## src/rtl/matrix_pkg.sv

```systemverilog
// Shared types and default geometry for the matrix write sequencer.
package matrix_pkg;

   localparam int DIM    = 32;
   localparam int ELEM_W = 8;
   localparam int ADDR_W = $clog2(DIM);

   typedef enum logic [2:0] {
      IDLE,
      EVEN,
      ODD,
      DRAIN,
      DONE
   } seq_state_t;

   // Tag carried alongside an outstanding read at the default geometry.
   typedef struct packed {
      logic              valid;
      logic [ADDR_W-1:0] row;
      logic [ADDR_W-1:0] col;
   } elem_tag_t;

endpackage

```

## src/rtl/matrix_write_sequencer_scan.sv

```systemverilog
// Parity-interleaved row/col walker: even columns first, then odd columns,
// rows descending from DIM-1 to 0 inside each column.
module matrix_scan_counter #(
   parameter int  DIM = matrix_pkg::DIM,
   localparam int AW  = $clog2(DIM)
) (
   input  logic          inter_refclk,
   input  logic          rst,
   input  logic          step,
   input  logic          clear,
   output logic [AW-1:0] row,
   output logic [AW-1:0] col,
   output logic          last_in_pass,
   output logic          last_in_frame
);

   localparam logic [AW-2:0] PAIR_MAX = '1;
   localparam logic [AW-1:0] ROW_TOP  = '1;

   // col = {pair, parity}: the pair index walks within one parity pass.
   logic [AW-1:0] row_q;
   logic [AW-2:0] pair_q;
   logic          parity_q;

   assign row           = row_q;
   assign col           = {pair_q, parity_q};
   assign last_in_pass  = (row_q == '0) && (pair_q == PAIR_MAX);
   assign last_in_frame = last_in_pass && parity_q;

   // Advance one element per step; all fields wrap naturally at DIM.
   always_ff @(posedge inter_refclk or posedge rst) begin
      if (rst) begin
         row_q    <= ROW_TOP;
         pair_q   <= '0;
         parity_q <= 1'b0;
      end else if (clear) begin
         row_q    <= ROW_TOP;
         pair_q   <= '0;
         parity_q <= 1'b0;
      end else if (step) begin
         row_q <= row_q - 1'b1;
         if (row_q == '0) begin
            pair_q <= pair_q + 1'b1;
            if (pair_q == PAIR_MAX) begin
               parity_q <= ~parity_q;
            end
         end
      end
   end

endmodule

```

## src/rtl/matrix_write_sequencer.sv

```systemverilog
// Reads a DIM x DIM element store in compiler order and presents each element
// with its row/col address, then pulses done and counts the frame.
//
//   state | meaning
//   IDLE  | waiting for start
//   EVEN  | issuing reads over even columns
//   ODD   | issuing reads over odd columns
//   DRAIN | all reads issued, waiting for in-flight data to be presented
//   DONE  | one-cycle done pulse, frame counted
module matrix_write_sequencer #(
   parameter int  DIM         = matrix_pkg::DIM,
   parameter int  ELEM_W      = matrix_pkg::ELEM_W,
   parameter int  MEM_LATENCY = 2,
   parameter int  CNT_W       = 16,
   localparam int AW          = $clog2(DIM)
) (
   input  logic              inter_refclk,
   input  logic              rst,
   input  logic              start,
   input  logic              abort,
   input  logic              pause,
   output logic              mem_rd_en,
   output logic [2*AW-1:0]   mem_addr,
   input  logic [ELEM_W-1:0] mem_data,
   output logic              valid_data_out,
   output logic [AW-1:0]     row_addr,
   output logic [AW-1:0]     col_addr,
   output logic [ELEM_W-1:0] matrix_element,
   output logic              busy,
   output logic              done,
   output logic [CNT_W-1:0]  frame_count
);

   import matrix_pkg::*;

   typedef struct packed {
      logic          valid;
      logic [AW-1:0] row;
      logic [AW-1:0] col;
   } tag_t;

   seq_state_t    state_q, state_d;
   logic          issue, clear_scan, count_frame, kill, in_flight;
   logic [AW-1:0] scan_row, scan_col;
   logic          last_in_pass, last_in_frame;
   tag_t          pipe_q [MEM_LATENCY];

   matrix_scan_counter #(.DIM(DIM)) u_scan (
      .inter_refclk (inter_refclk),
      .rst          (rst),
      .step         (issue),
      .clear        (clear_scan),
      .row          (scan_row),
      .col          (scan_col),
      .last_in_pass (last_in_pass),
      .last_in_frame(last_in_frame)
   );

   assign kill = abort && (state_q != IDLE);
   assign busy = (state_q != IDLE);
   assign done = (state_q == DONE);

   // Anything still travelling toward the outputs blocks the exit from DRAIN.
   always_comb begin
      in_flight = mem_rd_en;
      for (int i = 0; i < MEM_LATENCY; i++) begin
         in_flight = in_flight | pipe_q[i].valid;
      end
   end

   // State register.
   always_ff @(posedge inter_refclk or posedge rst) begin
      if (rst) state_q <= IDLE;
      else     state_q <= state_d;
   end

   // Next state and per-cycle controls; abort outranks start and pause.
   always_comb begin
      state_d     = state_q;
      issue       = 1'b0;
      clear_scan  = 1'b0;
      count_frame = 1'b0;
      if (kill) begin
         state_d    = IDLE;
         clear_scan = 1'b1;
      end else begin
         case (state_q)
            IDLE: begin
               if (start && !abort) begin
                  state_d    = EVEN;
                  clear_scan = 1'b1;
               end
            end
            EVEN: begin
               if (!pause) begin
                  issue = 1'b1;
                  if (last_in_pass) state_d = ODD;
               end
            end
            ODD: begin
               if (!pause) begin
                  issue = 1'b1;
                  if (last_in_frame) state_d = DRAIN;
               end
            end
            DRAIN: begin
               if (!in_flight) begin
                  state_d     = DONE;
                  count_frame = 1'b1;
               end
            end
            DONE:    state_d = IDLE;
            default: state_d = IDLE;
         endcase
      end
   end

   // Read strobe, latency pipeline carrying the address tag, and output capture.
   always_ff @(posedge inter_refclk or posedge rst) begin
      if (rst) begin
         mem_rd_en      <= 1'b0;
         mem_addr       <= '0;
         valid_data_out <= 1'b0;
         row_addr       <= '0;
         col_addr       <= '0;
         matrix_element <= '0;
         frame_count    <= '0;
         for (int i = 0; i < MEM_LATENCY; i++) begin
            pipe_q[i] <= '0;
         end
      end else begin
         mem_rd_en <= issue;
         if (issue) begin
            mem_addr <= {scan_row, scan_col};
         end
         pipe_q[0].valid <= mem_rd_en & ~kill;
         pipe_q[0].row   <= mem_addr[2*AW-1:AW];
         pipe_q[0].col   <= mem_addr[AW-1:0];
         for (int i = MEM_LATENCY - 1; i > 0; i--) begin
            pipe_q[i].valid <= pipe_q[i-1].valid & ~kill;
            pipe_q[i].row   <= pipe_q[i-1].row;
            pipe_q[i].col   <= pipe_q[i-1].col;
         end
         valid_data_out <= pipe_q[MEM_LATENCY-1].valid & ~kill;
         if (pipe_q[MEM_LATENCY-1].valid && !kill) begin
            row_addr       <= pipe_q[MEM_LATENCY-1].row;
            col_addr       <= pipe_q[MEM_LATENCY-1].col;
            matrix_element <= mem_data;
         end
         if (count_frame) begin
            frame_count <= frame_count + 1'b1;
         end
      end
   end

endmodule

```

## config.mk

```make
export PLATFORM = sky130hd
export DESIGN_NAME = matrix_write_sequencer
export DESIGN_NICKNAME = d
export VERILOG_FILES = /design/src/rtl/matrix_pkg.sv /design/src/rtl/matrix_write_sequencer_scan.sv /design/src/rtl/matrix_write_sequencer.sv
export SDC_FILE = /design/constraint.sdc
export NUM_CORES = 1
export LEC_CHECK = 0
export CAP_MARGIN = 20
export CORE_MARGIN = 8
export CORE_UTILIZATION = 55
export DETAILED_ROUTE_END_ITERATION = 16
export PLACE_DENSITY = 0.84
export SYNTH_ARGS = -nofsm -noshare
export SYNTH_HDL_FRONTEND = slang
export SYNTH_HIERARCHICAL = 1
export SYNTH_SLANG_ARGS = --single-unit
```

## constraint.sdc

```tcl
create_clock -name inter_refclk -period 5.3 [get_ports inter_refclk]
set_input_delay 0.53 -clock inter_refclk [delete_from_list [all_inputs] [get_ports inter_refclk]]
set_output_delay 0.53 -clock inter_refclk [all_outputs]
set_load 0.02 [all_outputs]
```

==> results.md <==
* Status: completed
* Final hold vios at 0
* Placed cells at 355
* Postcts setup bufs at 0
* H-tree depth at 3
* 1st-iter DRT viols at 50
* Synth area leaders: dfrtp_1, mux2_2, mux2_4
* # fillers at 378
* Clock Pin Slew Worst Setup and Hold Paths at 80 ps
* WP buf/inv at 2
* Synth warn at 6
* Hold WC Path Type: flip-flop to flip-flop
* # resized after CTS at 0
* #FFs+latches synth at 81
* CP Max Fanout at 11
* Critical R2R Capture: u_scan/parity_q
* Via Count at 1959
* Hold Path Depth at 0
* Critical path class: input port to flip-flop
* GPL Wtd Cong at 0.791
* Post-route minimum period at 2880 ps
* CP required at 5560 ps
* Top-area cell type share of the netlist area at 59.5%
* CP arrival at 3140 ps
* Synthesized net count at 246
* Die height at 92.3 um
* Sink Count at 81
* Synth area leader: dfrtp_1
* Leakage at 1.88 nW
* CTS tree: built
* IR drop worst, VDD at 214 uV
* CP Launch Type: input port
* PwrDens at 346 mW/mm2
* Routed wire length at 5690 um
* Worst Tran Pin Value at 615 ps
* Post-route ant nets at 0
* Worst Skew at 8.56 ps
* Vias in the first global route at 1966
* Share of layout cells above drive strength 1 at 20.3%
* Post-synth EDFFs at 0
* DRT Pass-1 Iters at 4
* Reg2Reg Depth at 6
* All-Layer GR Usage at 14.0%
* DIE WIDTH at 92.3 um
* Residual DRC at 0
* Die area at 0.00851 mm2
* Distinct cells, synth at 42
* Syn_area_per_cell at 13.9 um2
* Seq/Total Area, Yosys at 63.6%
* CP Cell Sequence: clkdlybuf4s50_1, nor2_1, nand3_1, inv_1, nand4bb_1, or4_1, a21oi_1
* Critical Path End Type: flip-flop
* Clock buffer count from CTS at 9
* Hold_buf cts at 0
* Pin count of the biggest net entering global routing at 49
* DP Area at 0.00384 mm2
* WHS Endpoint: pipe_q[9]
* Starting density of the core at 57.4%
* Slowest library cell on the worst path: or4_1
* Commonest cells post-synth: dfrtp_1, mux2_2, inv_1
* Max Root-Sink Buffers at 2
* First-pass GRT wire length at 9580 um
* Clock latency on the worst-skew pair at 340 ps
* FMAX at 347 MHz
* Placeable Area at 0.00557 mm2
* Reg-to-Reg Start: state_q[0]
* Most frequent cell after synthesis: dfrtp_1
* Diode count at 0
* HP Start: pipe_q[20]
* Worst path top cell family by delay: simple AND/OR/NAND/NOR gates
* Gate count of the mapped netlist at 230
* Detailed-route vias per instance at 5.27
* Initial antenna violation count at 0
* R2r setup slk at 2660 ps
* Row count at 27
* WL/cell at 15.3 um
* Setup Total Neg Slack at 0 ps
* Max Cap Violations at 0
* Io pins at 61
* Worst-case headroom to the max-slew limit at 58.6%
* Root Buffer: clkbuf_8
* Synth Flop Type: dfrtp_1
* Non-Filler Instances at 372
* IO buf count at 60
* Slew Viols, Final at 0
* Cell area after synthesis at 0.00320 mm2
* Post-DP HPWL at 4010 um
* Async set-reset flop share out of synthesis at 100%
* Final period util at 54.3%
* Final Net Count at 311
* CP max stage delay at 590 ps
* Layout area overhead at 27.9%
* Finished Cell Area at 0.00409 mm2
* Total grt overflow at 0
* Finished Core Util at 73.4%
* Count of final setup violators at 0
* RSZ-0062 raised after global routing: no
cells in the final DEF, fill, tap and decap left out, types with 2 or more instances in the layout:
| master | synthesis | routed |
|---|---|---|
| dfrtp_1 | 76 | 76 |
| clkdlybuf4s50_1 | 0 | 60 |
| mux2_2 | 20 | 20 |
| inv_1 | 10 | 9 |
| xor2_1 | 9 | 9 |
| xnor2_1 | 9 | 9 |
| mux2_4 | 9 | 9 |
| clkbuf_8 | 0 | 9 |
| nor2_1 | 8 | 8 |
| nand2_1 | 8 | 8 |
| nand2b_1 | 8 | 8 |
| a21oi_1 | 7 | 7 |
| nand3_1 | 6 | 6 |
| and2_1 | 5 | 5 |
| nor3_1 | 5 | 5 |
| dfstp_2 | 5 | 5 |
| o21ai_0 | 4 | 4 |
| nand4_1 | 3 | 3 |
| ha_1 | 3 | 3 |
| bufinv_16 | 0 | 3 |
| o31ai_1 | 3 | 3 |
| or4_1 | 3 | 3 |
| nand2_4 | 2 | 2 |
| nor4_1 | 2 | 2 |
| clkinv_2 | 0 | 2 |
worst reg2reg max path: cells and delay by family, from the launching register on:
kind / cells / cell delay, ps
and+or+nand+nor: 3 / 1360
DFF: 1 / 510
buffers and inverters: 1 / 350
AOI/OAI and AO/OA: 1 / 180
xor gates and xnor gates: 1 / 170
state kept, by name (all words and copies together), names as in the netlist:
signal           count
pipe_q              22
frame_count         16
mem_addr            10
matrix_element       8
col_addr             5
row_addr             5
u_scan/row           5
u_scan/pair_q        4
state_q              3
mem_rd_en            1
u_scan/parity_q      1
valid_data_out       1
cell type report:
type                    instances  area, um2  share of cell area (%)
clock buffers                   9        124                    3.03
multi-input cells             131       1070                    26.3
inverters                      10       37.5                   0.918
flip-flops and latches         81       2030                    49.7
repair buffers                 62        613                    15.0
clock inverters                 7        118                    2.88
well taps                      72       90.1                    2.20
power breakdown:
part           switching [mW]  internal [mW]
sequential             0.0234          0.663
combinational          0.0942          0.110
clock                   0.212          0.314
total                   0.329           1.09
routing by layer:
metal / part of all wire [%] / routed length [um] / track usage, % / vias to the layer above
met3: 4.4 / 251 / 3.02 / 9
met4: 1.8 / 100 / 7.25 / 0
met2: 48 / 2750 / 22.2 / 50
met5: 0 / 0 / 0 / -
li1: - / - / - / 923
met1: 45 / 2590 / 17.7 / 977
how the worst max path moves through the flow:
stage | from | end | slack, ps | depth (start not counted)
after floorplan | rst | col_addr[0] | 2970 | 1
after global placement | abort | u_scan/pair_q[3] | 2250 | 7
after detailed placement | abort | u_scan/parity_q | 2130 | 7
after CTS | abort | u_scan/parity_q | 2450 | 7
after global routing | abort | u_scan/parity_q | 2200 | 7
final | abort | u_scan/parity_q | 2420 | 7
cells by family after synthesis:
family	count (synthesis)	synth area share [%]
DFF	81	63.6
and+or+nand+nor	63	12.8
muxes	30	11.6
xor gates and xnor gates	18	4.93
buffers and inverters	18	2.82
AOI/OAI and AO/OA	17	3.17
adders and majority gates	3	1.17
metrics by stage:
| stage | setup slack, ps | total power [mW] | hold slack [ps] |
|---|---|---|---|
| 4_1_cts | 2450 | 1.43 | 354 |
| 3_5_place_dp | 2130 | 0.905 | 336 |
| 6_report | 2420 | 1.42 | 350 |
| 5_1_grt | 2200 | 1.48 | 355 |
| 3_3_place_gp | 2250 | 0.900 | 332 |
| 2_1_floorplan | 2970 | 0.808 | 331 |
Power figures use the tool's default switching activity.
